[config.mk]
export PLATFORM = sky130hd
export DESIGN_NAME = layer_sequencer_flat
export DESIGN_NICKNAME = d
export VERILOG_FILES = /design/src/rtl/layer_sequencer_if.sv /design/src/rtl/layer_sequencer.sv /design/src/flat_wrapper.sv
export SDC_FILE = /design/constraint.sdc
export NUM_CORES = 1
export LEC_CHECK = 0
export CAP_MARGIN = 20
export CORE_MARGIN = 3
export CORE_UTILIZATION = 40
export DETAILED_ROUTE_END_ITERATION = 10
export PLACE_DENSITY = 0.69
export RECOVER_POWER = 25
export SETUP_SLACK_MARGIN = 0.5
export SLEW_MARGIN = 20
export SYNTH_ARGS = -nofsm -noshare
export SYNTH_HDL_FRONTEND = slang
export SYNTH_SLANG_ARGS = --single-unit
[constraint.sdc]
create_clock -name clk -period 11 [get_ports clk]
set_input_delay 1.65 -clock clk [delete_from_list [all_inputs] [get_ports clk]]
set_output_delay 1.65 -clock clk [all_outputs]
set_load 0.005 [all_outputs]
[src/rtl/layer_sequencer_if.sv]
// ---------------------------------------------------------------------------
// layer_sequencer_if
// Host-side control bus of the layer sequencer: descriptor table writes plus
// the go/abort pulses.
//   cfg_wren_i  : descriptor write strobe
//   cfg_addr_i  : descriptor index
//   cfg_wdata_i : descriptor word
//   go_i        : start the programmed sequence (pulse)
//   abort_i     : stop the running sequence (pulse)
// The host drives the bus (master); the sequencer receives it (slave).
// ---------------------------------------------------------------------------
interface layer_sequencer_if #(
    parameter int MAX_LAYERS = 8
);
    localparam int AW = $clog2(MAX_LAYERS);

    logic          cfg_wren_i;
    logic [AW-1:0] cfg_addr_i;
    logic [31:0]   cfg_wdata_i;
    logic          go_i;
    logic          abort_i;

    modport master (
        output cfg_wren_i, cfg_addr_i, cfg_wdata_i, go_i, abort_i
    );

    modport slave (
        input cfg_wren_i, cfg_addr_i, cfg_wdata_i, go_i, abort_i
    );
endinterface

[src/rtl/layer_sequencer.sv]
// ---------------------------------------------------------------------------
// layer_sequencer
// Descriptor-driven sequencer that runs a programmed list of conv/fc layers
// back to back on the systolic array and accumulator/pool engine.
//   clk, rst          : clock, asynchronous active-high reset
//   cfg               : host bus (descriptor writes, go, abort)
//   pool_last_i       : per-pool last pulses (conv completion)
//   act_last_i        : fc activation last pulse (fc completion)
//   start_o           : engine start encoding (0 wait, 1 conv/SA, 2 fc)
//   nth_o .. out_node_num_o : per-layer config, latched in FETCH
//   cur_layer_o       : index of active / last layer
//   busy_o            : high whenever not idle
//   done_o            : one-cycle pulse when the sequence completes
//   err_o             : sticky error (1 illegal mode, 2 timeout, 3 aborted)
// Descriptor word: [1:0] mode, [3:2] nth, [8:4] ofmap_size, [14:9] ifmap_ch,
// [23:15] in_node_num, [30:24] out_node_num, [31] last.
// ---------------------------------------------------------------------------
module layer_sequencer #(
    parameter int MAX_LAYERS = 8,
    parameter int NUM_POOL   = 16,
    parameter int GAP_CYCLES = 2,
    parameter int TMO_W      = 20
) (
    input  logic                          clk,
    input  logic                          rst,
    layer_sequencer_if.slave              cfg,
    input  logic [NUM_POOL-1:0]           pool_last_i,
    input  logic                          act_last_i,
    output logic [1:0]                    start_o,
    output logic [1:0]                    nth_o,
    output logic [4:0]                    ofmap_size_o,
    output logic [5:0]                    ifmap_ch_o,
    output logic [8:0]                    in_node_num_o,
    output logic [6:0]                    out_node_num_o,
    output logic [$clog2(MAX_LAYERS)-1:0] cur_layer_o,
    output logic                          busy_o,
    output logic                          done_o,
    output logic [1:0]                    err_o
);
    localparam int AW = $clog2(MAX_LAYERS);
    localparam int GW = (GAP_CYCLES > 1) ? $clog2(GAP_CYCLES) : 1;
    // One below all-ones: the cycle whose increment saturates the counter.
    localparam logic [TMO_W-1:0] TMO_LAST = {{(TMO_W-1){1'b1}}, 1'b0};

    typedef enum logic [2:0] {S_IDLE, S_FETCH, S_RUN, S_GAP, S_ERR} state_t;

    state_t              state_q, state_d;
    logic [1:0]          start_q, start_d;
    logic [1:0]          nth_q, nth_d;
    logic [4:0]          ofmap_q, ofmap_d;
    logic [5:0]          ifmap_q, ifmap_d;
    logic [8:0]          in_node_q, in_node_d;
    logic [6:0]          out_node_q, out_node_d;
    logic [AW-1:0]       cur_q, cur_d;
    logic                busy_q, busy_d;
    logic                done_q, done_d;
    logic [1:0]          err_q, err_d;
    logic [1:0]          mode_q, mode_d;
    logic                last_q, last_d;
    logic [NUM_POOL-1:0] mask_q, mask_d;
    logic [TMO_W-1:0]    tmo_q, tmo_d;
    logic [GW-1:0]       gap_q, gap_d;

    logic [31:0]         table_q [MAX_LAYERS];
    logic [31:0]         desc;
    logic [NUM_POOL-1:0] mask_now;
    logic                layer_done;
    logic                wr_en;

    // Table is only writable while idle so a running sequence never sees
    // its descriptors change underneath it.
    assign wr_en = cfg.cfg_wren_i && (state_q == S_IDLE);

    always_ff @(posedge clk or posedge rst) begin
        if (rst) begin
            for (int i = 0; i < MAX_LAYERS; i++) begin
                table_q[i] <= '0;
            end
        end else if (wr_en) begin
            table_q[cfg.cfg_addr_i] <= cfg.cfg_wdata_i;
        end
    end

    always_comb begin
        state_d    = state_q;
        start_d    = start_q;
        nth_d      = nth_q;
        ofmap_d    = ofmap_q;
        ifmap_d    = ifmap_q;
        in_node_d  = in_node_q;
        out_node_d = out_node_q;
        cur_d      = cur_q;
        done_d     = 1'b0;
        err_d      = err_q;
        mode_d     = mode_q;
        last_d     = last_q;
        mask_d     = mask_q;
        tmo_d      = tmo_q;
        gap_d      = gap_q;

        desc     = table_q[cur_q];
        // Completion includes pulses arriving in the current cycle.
        mask_now = mask_q | pool_last_i;
        layer_done = (mode_q == 2'd1) ? (&mask_now) : act_last_i;

        case (state_q)
            S_IDLE: begin
                if (cfg.go_i) begin
                    state_d = S_FETCH;
                    cur_d   = '0;
                    err_d   = 2'd0;
                end
            end
            S_FETCH: begin
                nth_d      = desc[3:2];
                ofmap_d    = desc[8:4];
                ifmap_d    = desc[14:9];
                in_node_d  = desc[23:15];
                out_node_d = desc[30:24];
                mode_d     = desc[1:0];
                last_d     = desc[31];
                if (cfg.abort_i) begin
                    err_d   = 2'd3;
                    state_d = S_ERR;
                end else if (desc[1:0] == 2'd1 || desc[1:0] == 2'd2) begin
                    start_d = desc[1:0];
                    mask_d  = '0;
                    tmo_d   = '0;
                    state_d = S_RUN;
                end else begin
                    err_d   = 2'd1;
                    state_d = S_ERR;
                end
            end
            S_RUN: begin
                mask_d = mask_now;
                tmo_d  = tmo_q + 1'b1;
                // Abort beats completion, completion beats timeout.
                if (cfg.abort_i) begin
                    start_d = 2'd0;
                    err_d   = 2'd3;
                    state_d = S_ERR;
                end else if (layer_done) begin
                    start_d = 2'd0;
                    if (last_q || cur_q == AW'(MAX_LAYERS - 1)) begin
                        done_d  = 1'b1;
                        state_d = S_IDLE;
                    end else begin
                        gap_d   = '0;
                        state_d = S_GAP;
                    end
                end else if (tmo_q == TMO_LAST) begin
                    start_d = 2'd0;
                    err_d   = 2'd2;
                    state_d = S_ERR;
                end
            end
            S_GAP: begin
                if (cfg.abort_i) begin
                    err_d   = 2'd3;
                    state_d = S_ERR;
                end else if (gap_q == GW'(GAP_CYCLES - 1)) begin
                    cur_d   = cur_q + AW'(1);
                    state_d = S_FETCH;
                end else begin
                    gap_d = gap_q + 1'b1;
                end
            end
            S_ERR: begin
                start_d = 2'd0;
                state_d = S_IDLE;
            end
            default: begin
                start_d = 2'd0;
                state_d = S_IDLE;
            end
        endcase

        busy_d = (state_d != S_IDLE);
    end

    always_ff @(posedge clk or posedge rst) begin
        if (rst) begin
            state_q    <= S_IDLE;
            start_q    <= 2'd0;
            nth_q      <= 2'd0;
            ofmap_q    <= 5'd0;
            ifmap_q    <= 6'd0;
            in_node_q  <= 9'd0;
            out_node_q <= 7'd0;
            cur_q      <= '0;
            busy_q     <= 1'b0;
            done_q     <= 1'b0;
            err_q      <= 2'd0;
            mode_q     <= 2'd0;
            last_q     <= 1'b0;
            mask_q     <= '0;
            tmo_q      <= '0;
            gap_q      <= '0;
        end else begin
            state_q    <= state_d;
            start_q    <= start_d;
            nth_q      <= nth_d;
            ofmap_q    <= ofmap_d;
            ifmap_q    <= ifmap_d;
            in_node_q  <= in_node_d;
            out_node_q <= out_node_d;
            cur_q      <= cur_d;
            busy_q     <= busy_d;
            done_q     <= done_d;
            err_q      <= err_d;
            mode_q     <= mode_d;
            last_q     <= last_d;
            mask_q     <= mask_d;
            tmo_q      <= tmo_d;
            gap_q      <= gap_d;
        end
    end

    assign start_o        = start_q;
    assign nth_o          = nth_q;
    assign ofmap_size_o   = ofmap_q;
    assign ifmap_ch_o     = ifmap_q;
    assign in_node_num_o  = in_node_q;
    assign out_node_num_o = out_node_q;
    assign cur_layer_o    = cur_q;
    assign busy_o         = busy_q;
    assign done_o         = done_q;
    assign err_o          = err_q;
endmodule

[src/flat_wrapper.sv]
// flat-port wrapper written by rule: the top's interface ports become plain ports
module layer_sequencer_flat 
#(
    parameter int MAX_LAYERS = 8,
    parameter int NUM_POOL   = 16,
    parameter int GAP_CYCLES = 2,
    parameter int TMO_W      = 20
)
  (clk, rst, pool_last_i, act_last_i, start_o, nth_o, ofmap_size_o, ifmap_ch_o, in_node_num_o, out_node_num_o, cur_layer_o, busy_o, done_o, err_o, cfg_cfg_wren_i, cfg_cfg_addr_i, cfg_cfg_wdata_i, cfg_go_i, cfg_abort_i);
  layer_sequencer_if #(.MAX_LAYERS(MAX_LAYERS)) cfg_i ();
  input  logic clk;
  input  logic rst;
  input  logic [NUM_POOL-1:0] pool_last_i;
  input  logic act_last_i;
  output logic [1:0] start_o;
  output logic [1:0] nth_o;
  output logic [4:0] ofmap_size_o;
  output logic [5:0] ifmap_ch_o;
  output logic [8:0] in_node_num_o;
  output logic [6:0] out_node_num_o;
  output logic [$clog2(MAX_LAYERS)-1:0] cur_layer_o;
  output logic busy_o;
  output logic done_o;
  output logic [1:0] err_o;
  input wire logic [$bits(cfg_i.cfg_wren_i)-1:0] cfg_cfg_wren_i;
  input wire logic [$bits(cfg_i.cfg_addr_i)-1:0] cfg_cfg_addr_i;
  input wire logic [$bits(cfg_i.cfg_wdata_i)-1:0] cfg_cfg_wdata_i;
  input wire logic [$bits(cfg_i.go_i)-1:0] cfg_go_i;
  input wire logic [$bits(cfg_i.abort_i)-1:0] cfg_abort_i;
  assign cfg_i.cfg_wren_i = cfg_cfg_wren_i;
  assign cfg_i.cfg_addr_i = cfg_cfg_addr_i;
  assign cfg_i.cfg_wdata_i = cfg_cfg_wdata_i;
  assign cfg_i.go_i = cfg_go_i;
  assign cfg_i.abort_i = cfg_abort_i;
  layer_sequencer #(.MAX_LAYERS(MAX_LAYERS), .NUM_POOL(NUM_POOL), .GAP_CYCLES(GAP_CYCLES), .TMO_W(TMO_W)) u_core (.clk(clk), .rst(rst), .cfg(cfg_i), .pool_last_i(pool_last_i), .act_last_i(act_last_i), .start_o(start_o), .nth_o(nth_o), .ofmap_size_o(ofmap_size_o), .ifmap_ch_o(ifmap_ch_o), .in_node_num_o(in_node_num_o), .out_node_num_o(out_node_num_o), .cur_layer_o(cur_layer_o), .busy_o(busy_o), .done_o(done_o), .err_o(err_o));
endmodule
==> metrics <==
H-tree levels 2; router iterations before antenna repair 5; syn_nets roughly 1.1k; r2r worst-path depth 7; GPL Wtd Cong 0.738; clk sinks roughly 340; final number of setup-violating endpoints 0; relative slew slack -113%; core area ~36000 µm²; commonest register cell after synthesis dfrtp_1; Clock Latency Late Sink roughly 0.52 ns; Final Critical Period between 5 and 6 ns; status finished, violations left; crit path max fanout 36; Chip Height 198 µm; DIE WIDTH ~200 µm; Crit. End Element flop; CTS tree built; Fmax achieved about 170 MHz; Place WS between 6 and 7 ns; wire length per cell about 20 µm; power per cell area between 200 and 300 nW/µm²; vias in the first global route slightly above 9k; Worst Path Required around 11 ns; DR vias/cell between 5 and 6; cell count after synthesis ~1k; Worst Skew around 0.017 ns; Clock Tree Root clkbuf_16; count leader, synth dfrtp_1; CP cell instances clkbuf_1 -> mux2i_1 -> xnor2_1 -> nor4_4 -> buf_4 -> nand3b_1 -> o21ai_1; Final Net Count approximately 1.2k; TNS Setup 0 ns; CP max-delay cell clkbuf_1; Post-DRT Antenna Nets 0; Worst setup endpoint u_core.tmo_q[11]; final global-route overflow total 0; Post-synth EDFFs 0; layout cells sized above 1 approximately 28%; placed cells ~1.5k; period utilization a little over half; Area contributors post-synth dfrtp_1, mux2_2, mux4_2; clock buffer depth 3; fraction of registers with async set/reset 100%; # DRC 0; Pleak around 7.4 nW; critical path launch point type flop; largest net degree at the start of global routing 80; synthesized cell area around 15000 µm²; worst hold path class flop to flop; Avg Cell Area, Syn between 10 and 15 µm²; Setup Fix Bufs, Post-CTS 0; Commonest cells post-synth dfrtp_1, mux2_2, mux2_1, mux4_2, nor2_1; DRT iter0 DRCs between 300 and 400; peak supply drop ~0.17 mV; max-slew violations 261; post-DP HPWL 19100 µm; yosys synthesis warning count 0; Synth Register Bits around 340; number of buffers added on ports 94; type of the worst setup path flop to flop; Synth cell types 44; Reg2Reg Setup Slack ~5 ns; gr usage total between 10% and 20%; share of the yosys chip area belonging to registers between 50 and 60%; hold buffers post-CTS 0; initial antenna violation count 2; first-pass GRT wire length between 50000 and 60000 µm; PnR worst setup slack just over 5 ns; failing checks capacitance limit, slew limit; PostCTS Resize Cnt 0; crit path from u_core.cur_layer_o[0]; overall routed net length 31300 µm; max incr delay on CP between 2 and 2.5 ns; I/O Pins 95; Initial Utilization between 40% and 50%; worst slew pin tran about 3.2 ns; via count between 8k and 9k; Num CTS Buffers 38; Synth-to-Final Area Change 18.8%; RR Endpoint u_core.tmo_q[11]; unrepaired setup endpoints after global routing no; Die Area 39200 µm²; Final Hold Fails 0; r2r startpoint u_core.cur_layer_o[0]; area leader, netlist dfrtp_1; number of cells in the finished layout apart from fillers between 1.5k and 2k; MaxCap Viol Count 6; crit path DAT approximately 6.3 ns; post-synth top area share 57.2%; Site Rows 69; clk slew on worst S/H paths about 0.060 ns
state kept, by name (all words and copies together) (netlist names):
| name | cells |
|---|---|
| u_core.table_q | 256 |
| u_core.tmo_q | 20 |
| u_core.mask_q | 16 |
| u_core.in_node_num_o | 9 |
| u_core.out_node_num_o | 7 |
| u_core.ifmap_ch_o | 6 |
| u_core.ofmap_size_o | 5 |
| u_core.cur_layer_o | 3 |
| u_core.state_q | 3 |
| u_core.err_o | 2 |
| u_core.mode_q | 2 |
| u_core.nth_o | 2 |
| u_core.start_o | 2 |
| u_core.busy_o | 1 |
| u_core.done_o | 1 |
| u_core.gap_q | 1 |
| u_core.last_q | 1 |
metrics by stage:
step                hold slack, ns  area, µm²  total power, mW  utilization (%)
floorplan                    0.441      14700             2.99                -
global route                 0.480      17500             4.96             48.7
detailed placement           0.458      16200             3.39             45.1
finish                       0.469      17500             4.66             48.7
global placement             0.451      16200             3.32             45.1
CTS                          0.471      17500             4.72             48.8
cells in the final DEF (no fill, tap or decap), types with 6 or more instances in the layout:
cell,netlist,routed
mux2i_1,34,34
a21oi_1,19,19
nor3_1,7,6
clkdlybuf4s50_1,0,93
nand2_1,49,49
o22ai_1,8,8
mux4_2,64,64
clkbuf_16,0,39
xor2_1,11,11
o21ai_0,33,33
nand3_1,9,8
clkbuf_1,31,13
nand4_1,8,8
clkbuf_8,0,6
xnor2_1,6,6
dfrtp_1,337,336
buf_4,4,16
nor2_1,56,55
mux2_2,164,164
mux2_1,95,95
clkinv_2,0,7
report_power, final:
group	total, mW	internal, mW	leakage (nW)	switching, mW
sequential	2.16	1.84	4.16	0.320
clock	1.30	0.810	0.644	0.489
combinational	1.21	0.741	2.59	0.464
worst max-delay path, delay by kind of cell, from the launching register on:
kind / cells / cell delay [ns]
simple gates: 2 / 0.44
mux: 1 / 0.57
buf+inv: 2 / 2.73
flops: 1 / 1.54
compound gates: 1 / 0.07
xor+xnor: 1 / 0.39
worst min path at each step:
stage,cells after the start,to,from
global route,1,u_core.mode_q[1],u_core.mode_q[1]
CTS,1,u_core.mode_q[1],u_core.mode_q[1]
finish,1,u_core.mode_q[1],u_core.mode_q[1]
floorplan,1,u_core.mode_q[1],u_core.mode_q[1]
global placement,1,u_core.mode_q[1],u_core.mode_q[1]
detailed placement,1,u_core.mode_q[1],u_core.mode_q[1]
layer usage:
layer | up-vias | part of all wire, % | track usage, %
li1 | 3895 | - | -
met1 | 4500 | 46 | 23.3
met2 | 150 | 47 | 25.8
met3 | 49 | 4.7 | 3.42
met4 | 2 | 2.1 | 4.33
met5 | - | 0.042 | 0
kinds of logic after synthesis:
kind of cell             Yosys count  synth area share [%]
multiplexers                     357                  31.9
XOR/XNOR                          17                  1.01
adder cells (fa/ha/maj)            4                 0.340
flip-flops                       337                  57.2
AO/OA/AOI/OAI                     74                  2.79
AND/OR/NAND/NOR                  155                  4.90
buffers and inverters             66                  1.81
final cells by class:
class / instances / area, µm²
timing repair buffer: 116 / 1090
clock inverter: 15 / 211
tap: 461 / 577
clock buffer: 53 / 1090
antenna: 1 / 2.50
inverter: 7 / 27.5
fill: 3108 / 18400
sequential: 337 / 8440
multi-input combinational: 607 / 6060
Power figures use the tool's default switching activity.
